$ cat src/rtl/training_sequencer.sv
// Training sequencer: resets and loads the network, then streams the sample
// memory into it for a fixed number of epochs with drain and reset gaps.
module training_sequencer #(
  parameter int unsigned DATA_W         = 16,
  parameter int unsigned L1             = 2,
  parameter int unsigned SIZE_OF_X      = 2048,
  parameter int unsigned EPOCHS         = 100,
  parameter int unsigned SAMPLE_CYCLES  = 10,
  parameter int unsigned DRAIN_CYCLES   = 200,
  parameter int unsigned NET_RST_CYCLES = 10,
  parameter int unsigned LOAD_GAP       = 10
) (
  input  logic                             clk,
  input  logic                             reset,
  input  logic                             start,
  input  logic                             abort,
  input  logic                             pause,
  output logic                             sample_rd_en,
  output logic [$clog2(SIZE_OF_X)-1:0]     sample_addr,
  input  logic [(L1+1)*DATA_W-1:0]         sample_data,
  output logic [L1*DATA_W-1:0]             a1_flat,
  output logic [DATA_W-1:0]                y_out,
  output logic                             net_reset,
  output logic                             block_reset_on_mux,
  output logic                             load_initial_parameters,
  output logic                             input_select,
  output logic                             en_forward,
  output logic                             en_backward,
  output logic [$clog2(EPOCHS+1)-1:0]      epoch_count,
  output logic                             busy,
  output logic                             done
);

  localparam int unsigned AW   = $clog2(SIZE_OF_X);
  localparam int unsigned EW   = $clog2(EPOCHS + 1);
  localparam int unsigned SW   = $clog2(SAMPLE_CYCLES);
  localparam int unsigned CMX1 = (NET_RST_CYCLES > LOAD_GAP) ? NET_RST_CYCLES : LOAD_GAP;
  localparam int unsigned CMAX = (CMX1 > DRAIN_CYCLES) ? CMX1 : DRAIN_CYCLES;
  localparam int unsigned CW   = (CMAX > 1) ? $clog2(CMAX) : 1;
  localparam int unsigned FW   = L1 * DATA_W;

  typedef enum logic [2:0] {
    S_IDLE,
    S_INIT_RST,
    S_LOAD,
    S_STREAM,
    S_DRAIN,
    S_EPOCH_RST,
    S_DONE
  } state_t;

  state_t          state;
  logic [CW-1:0]   cnt;
  logic [SW-1:0]   scnt;
  logic [AW-1:0]   index;
  logic            rd_q;

  // A read strobe held across a pause is suppressed and reissued on resume.
  assign sample_rd_en = rd_q & ~pause;
  assign sample_addr  = index;

  always_ff @(posedge clk) begin
    if (reset) begin
      state                   <= S_IDLE;
      cnt                     <= '0;
      scnt                    <= '0;
      index                   <= '0;
      rd_q                    <= 1'b0;
      a1_flat                 <= '0;
      y_out                   <= '0;
      net_reset               <= 1'b1;
      block_reset_on_mux      <= 1'b0;
      load_initial_parameters <= 1'b0;
      input_select            <= 1'b0;
      en_forward              <= 1'b0;
      en_backward             <= 1'b0;
      epoch_count             <= '0;
      busy                    <= 1'b0;
      done                    <= 1'b0;
    end else if (abort && state != S_IDLE) begin
      // Abandon the run; the network sees one reset cycle on the way out.
      state                   <= S_IDLE;
      cnt                     <= '0;
      scnt                    <= '0;
      index                   <= '0;
      rd_q                    <= 1'b0;
      net_reset               <= 1'b0;
      block_reset_on_mux      <= 1'b0;
      load_initial_parameters <= 1'b0;
      input_select            <= 1'b0;
      en_forward              <= 1'b0;
      en_backward             <= 1'b0;
      epoch_count             <= '0;
      busy                    <= 1'b0;
      done                    <= 1'b0;
    end else if (!pause) begin
      load_initial_parameters <= 1'b0;
      rd_q                    <= 1'b0;
      unique case (state)
        S_IDLE, S_DONE: begin
          if (start) begin
            state              <= S_INIT_RST;
            cnt                <= '0;
            epoch_count        <= '0;
            net_reset          <= 1'b0;
            block_reset_on_mux <= 1'b0;
            input_select       <= 1'b0;
            busy               <= 1'b1;
            done               <= 1'b0;
          end else begin
            net_reset <= 1'b1;
          end
        end
        S_INIT_RST: begin
          if (cnt == CW'(NET_RST_CYCLES - 1)) begin
            state                   <= S_LOAD;
            cnt                     <= '0;
            net_reset               <= 1'b1;
            block_reset_on_mux      <= 1'b1;
            load_initial_parameters <= 1'b1;
            input_select            <= 1'b0;
          end else begin
            cnt <= cnt + CW'(1);
          end
        end
        S_LOAD: begin
          if (cnt == CW'(LOAD_GAP - 1)) begin
            state       <= S_STREAM;
            cnt         <= '0;
            scnt        <= '0;
            index       <= '0;
            rd_q        <= 1'b1;
            en_forward  <= 1'b1;
            en_backward <= 1'b1;
          end else begin
            cnt <= cnt + CW'(1);
          end
        end
        S_STREAM: begin
          // Read data arrives during slot cycle 1 and is latched at its end.
          if (scnt == SW'(1)) begin
            a1_flat <= sample_data[FW-1:0];
            y_out   <= sample_data[FW +: DATA_W];
          end
          if (scnt == SW'(SAMPLE_CYCLES - 1)) begin
            scnt <= '0;
            if (index == AW'(SIZE_OF_X - 1)) begin
              state <= S_DRAIN;
              index <= '0;
              cnt   <= '0;
            end else begin
              index <= index + AW'(1);
              rd_q  <= 1'b1;
            end
          end else begin
            scnt <= scnt + SW'(1);
          end
        end
        S_DRAIN: begin
          if (cnt == CW'(DRAIN_CYCLES - 1)) begin
            cnt         <= '0;
            epoch_count <= epoch_count + EW'(1);
            if (epoch_count == EW'(EPOCHS - 1)) begin
              state       <= S_DONE;
              en_forward  <= 1'b0;
              en_backward <= 1'b0;
              busy        <= 1'b0;
              done        <= 1'b1;
            end else begin
              state     <= S_EPOCH_RST;
              net_reset <= 1'b0;
            end
          end else begin
            cnt <= cnt + CW'(1);
          end
        end
        S_EPOCH_RST: begin
          if (cnt == CW'(NET_RST_CYCLES - 1)) begin
            state        <= S_STREAM;
            cnt          <= '0;
            scnt         <= '0;
            index        <= '0;
            rd_q         <= 1'b1;
            net_reset    <= 1'b1;
            input_select <= 1'b1;
          end else begin
            cnt <= cnt + CW'(1);
          end
        end
        default: state <= S_IDLE;
      endcase
    end
  end

endmodule

$ cat config.mk
export PLATFORM = sky130hd
export DESIGN_NAME = training_sequencer
export DESIGN_NICKNAME = d
export VERILOG_FILES = /design/src/rtl/training_sequencer.sv
export SDC_FILE = /design/constraint.sdc
export NUM_CORES = 1
export LEC_CHECK = 0
export CAP_MARGIN = 0
export CORE_MARGIN = 10
export CORE_UTILIZATION = 47
export DETAILED_ROUTE_END_ITERATION = 7
export PLACE_DENSITY_LB_ADDON = 0.25
export SLEW_MARGIN = 30
export SYNTH_ARGS = -nofsm -noshare
export SYNTH_HDL_FRONTEND = slang
export SYNTH_SLANG_ARGS = --single-unit
$ cat constraint.sdc
create_clock -name clk -period 2.96 [get_ports clk]
set_clock_uncertainty 0.2 [all_clocks]
set_input_delay 0.592 -clock clk [delete_from_list [all_inputs] [get_ports clk]]
set_output_delay 0.592 -clock clk [all_outputs]
set_load 0.005 [all_outputs]
==> out/metrics.yaml <==
status: "complete, no violations"
gr-usage-all-layers: 0.1837
report.final.slew_viol_count: 0
slowest_stage: "clkdlybuf4s50_1"
drv_cap: 0
required_ns: 2.17
clk_path_buf_depth: 2
clkPwrFrac: 0.384
fin_util: 0.6786
fmax_ghz: 0.3766
pwr-share-seq: 0.526
placed_cells: 717
vias: 3987
grt_max_degree: 51
start_kind: "primary input"
crit_buf_inv: 3
hold_viol: 0
yosys.area.top_type: "dfxtp_1"
cp_cell_sequence: "clkdlybuf4s50_1 -> buf_4 -> nor2b_1 -> clkdlybuf4s50_1"
ys.flop_type: "dfxtp_1"
drive_gt1_frac: 0.06369
cts_hold_buf: 0
syn_avg_cell_area_um2: 8.031
mostFrequentLayoutCell: "clkdlybuf4s50_1"
nets: 682
syn_nets: 563
drc: 0
numCtsBuffers: 9
worstSkewPairLatency_ns: 0.36
use_met2: 0.3091
leakagePower_uw: 0.001863
cts_resized: 0
critPathKind: "in -> out"
arrival_ns: 1.86
power.internal_uw: 1739
finalSetupTns_ns: 0
stdcell_area_um2: 5632
gr-total-overflow: 0
finalNonFillerCells: 733
wl_per_cell_um: 16.25
grt_util_met1: 0.2251
port_buffers: 127
synth_top_cell_area_share: 0.4402
synth.area.top_cells: "dfxtp_1 44%, nand2_1 11%, a21oi_1 8.0%"
area_growth_pct: 39.13
tightest_slew_ns: 0.7658
core_area_um2: 8299
synth_edf_count: 0
cts_setup_buffers: 0
ys_ff_latch: 89
critical_path.most_common_cell: "clkdlybuf4s50_1"
async_flop_share: 0
gr-max-usage-layer: "met2"
switching_power_uw: 577.9
antenna_found_initial: 0
synth_cells: 504
gp_congestion: 0.8970
cts_tree: "built"
period_needed_ns: 2.655
sw_frac_of_total: 0.2495
pwr-share-comb: 0.090
worstPathMaxFanout: 8
powerDensity_nw_per_um2: 411.3
cp_top_family: "buffers and inverters"
grt_pass1_vias: 3868
final_cell_mix: "127 x clkdlybuf4s50_1, 120 x nand2_1, 89 x dfxtp_1"
timing.critical_path.slowest_cell_delay_ns: 0.51
first_pass_iters: 4
synth_cell_types: 65
io_pins: 128
syn-cell-area_um2: 4048
rsz0062_at_grt: "false"
rows: 33
clkTransAtPathRegs_ns: 0.08
holdCritPathClass: "reg -> reg"
hpwl_mm: 8.859
cts_root_buffer: "clkbuf_8"
cts_sinks: 89
relSlewSlack: 0.4876
vias_per_cell: 5.439
drt_wl_total_mm: 11.91
die_y_um: 112.8
fp.dieW_um: 112.8
fin_hold_ws_ns: 0.2533
ir_drop_v: 0.0002291
place_area_um2: 5419
n_antenna_cell: 0
met3_usage: 0.04068
end_kind: "primary output"
synth.yosys.seq_area_share: 0.4402
finalSetupViolations: 0
initial_core_util: 0.4877
die_area_um2: 12720
antenna_left: 0
drt_iter0_drc: 308
synth_warnings: 0
grt_pass1_wl_mm: 19.75
htree_num_levels: 3
period_share: 0.8971
## cell type report
class / instances / area (um2)
timing repair buffer: 138 / 1366
clock inverter: 6 / 75.07
inverter: 9 / 33.78
multi-input combinational: 376 / 2106
sequential: 89 / 1782
fill: 718 / 2668
clock buffer: 10 / 137.6
tap: 105 / 131.4
## per-layer routing
metal / wire length, um / vias to the layer above
li1: - / 1995
met1: 5018 / 1859
met2: 5850 / 119
met3: 845 / 14
met4: 195 / 0
met5: 0 / -
## synthesized netlist by cell type (all sizes together) (2+ instances only)
library cell and count:
nor3 4, a21oi 66, xnor2 10, xor2 6
nor4b 2, nand4 11, o211ai 4, nand3 14
o21ai 10, o22ai 4, nand2b 5, or3 4
a2111oi 5, nor2b 3, nor2 37, nand3b 2
and2 6, nand2 121, and3b 2, or4 2
a211oi 10, a22oi 2, nor4 3, mux2i 3
a311oi 3, inv 9, dfxtp 89, clkbuf 20
ha 6, o31ai 3, buf 10, and3 4
or3b 2, nor3b 3, a31oi 4, nand4b 2
## stage by stage
stage,setup WS [ns],total power [uW]
2_1_floorplan,0.6946,1340
3_3_place_gp,0.2041,1449
3_5_place_dp,0.1583,1452
4_1_cts,0.2977,2333
5_1_grt,0.1379,2400
6_report,0.3046,2317
## path summary, 6_finish.rpt
path | startpoint | cells after the start | to | slack (ns)
hold reg to reg | y_out[1]$_SDFFE_PP0P_ | 2 | y_out[1]$_SDFFE_PP0P_ | 0.25
setup reg to reg | state[0]$_SDFFE_PP0P_ | 6 | cnt[7]$_SDFFE_PP0P_ | 0.43
hold / removal | y_out[1]$_SDFFE_PP0P_ | 2 | y_out[1]$_SDFFE_PP0P_ | 0.25
setup / recovery | pause | 4 | sample_rd_en | 0.30
## state kept, by name, summed over array words and instances (netlist names)
register                 flops
a1_flat                     32
y_out                       16
sample_addr                 11
cnt                          8
epoch_count                  7
scnt                         4
state                        3
block_reset_on_mux           1
busy                         1
done                         1
en_backward                  1
input_select                 1
load_initial_parameters      1
net_reset                    1
rd_q                         1
## logic make-up (layout without fill, tap and decap cells)
kind of cell    after synthesis  in the layout  share of synthesized area
xor+xnor                     16             16                    0.03462
fa+ha+maj                     6              6                    0.01855
flops                        89             89                     0.4402
buf+inv                      39            163                    0.03957
compound gates              121            121                     0.1938
mux                           3              3                   0.007419
simple gates                230            230                     0.2658
## worst register-to-register path: cells and delay by family (launching register included)
kind,cells,cell delay [ns]
AND/OR/NAND/NOR,2,0.58
buffers and inverters,1,0.26
flip-flops,1,0.47
AO/OA/AOI/OAI,3,0.93
## power groups by stage
stage / Sequential, uW / Clock, uW / Combinational, uW
2_1_floorplan: 1240 / 0 / 101
3_3_place_gp: 1250 / 0 / 203
3_5_place_dp: 1250 / 0 / 206
4_1_cts: 1220 / 907 / 208
5_1_grt: 1220 / 952 / 227
6_report: 1220 / 891 / 208
Note: power is estimated with default switching activity, not from simulation.
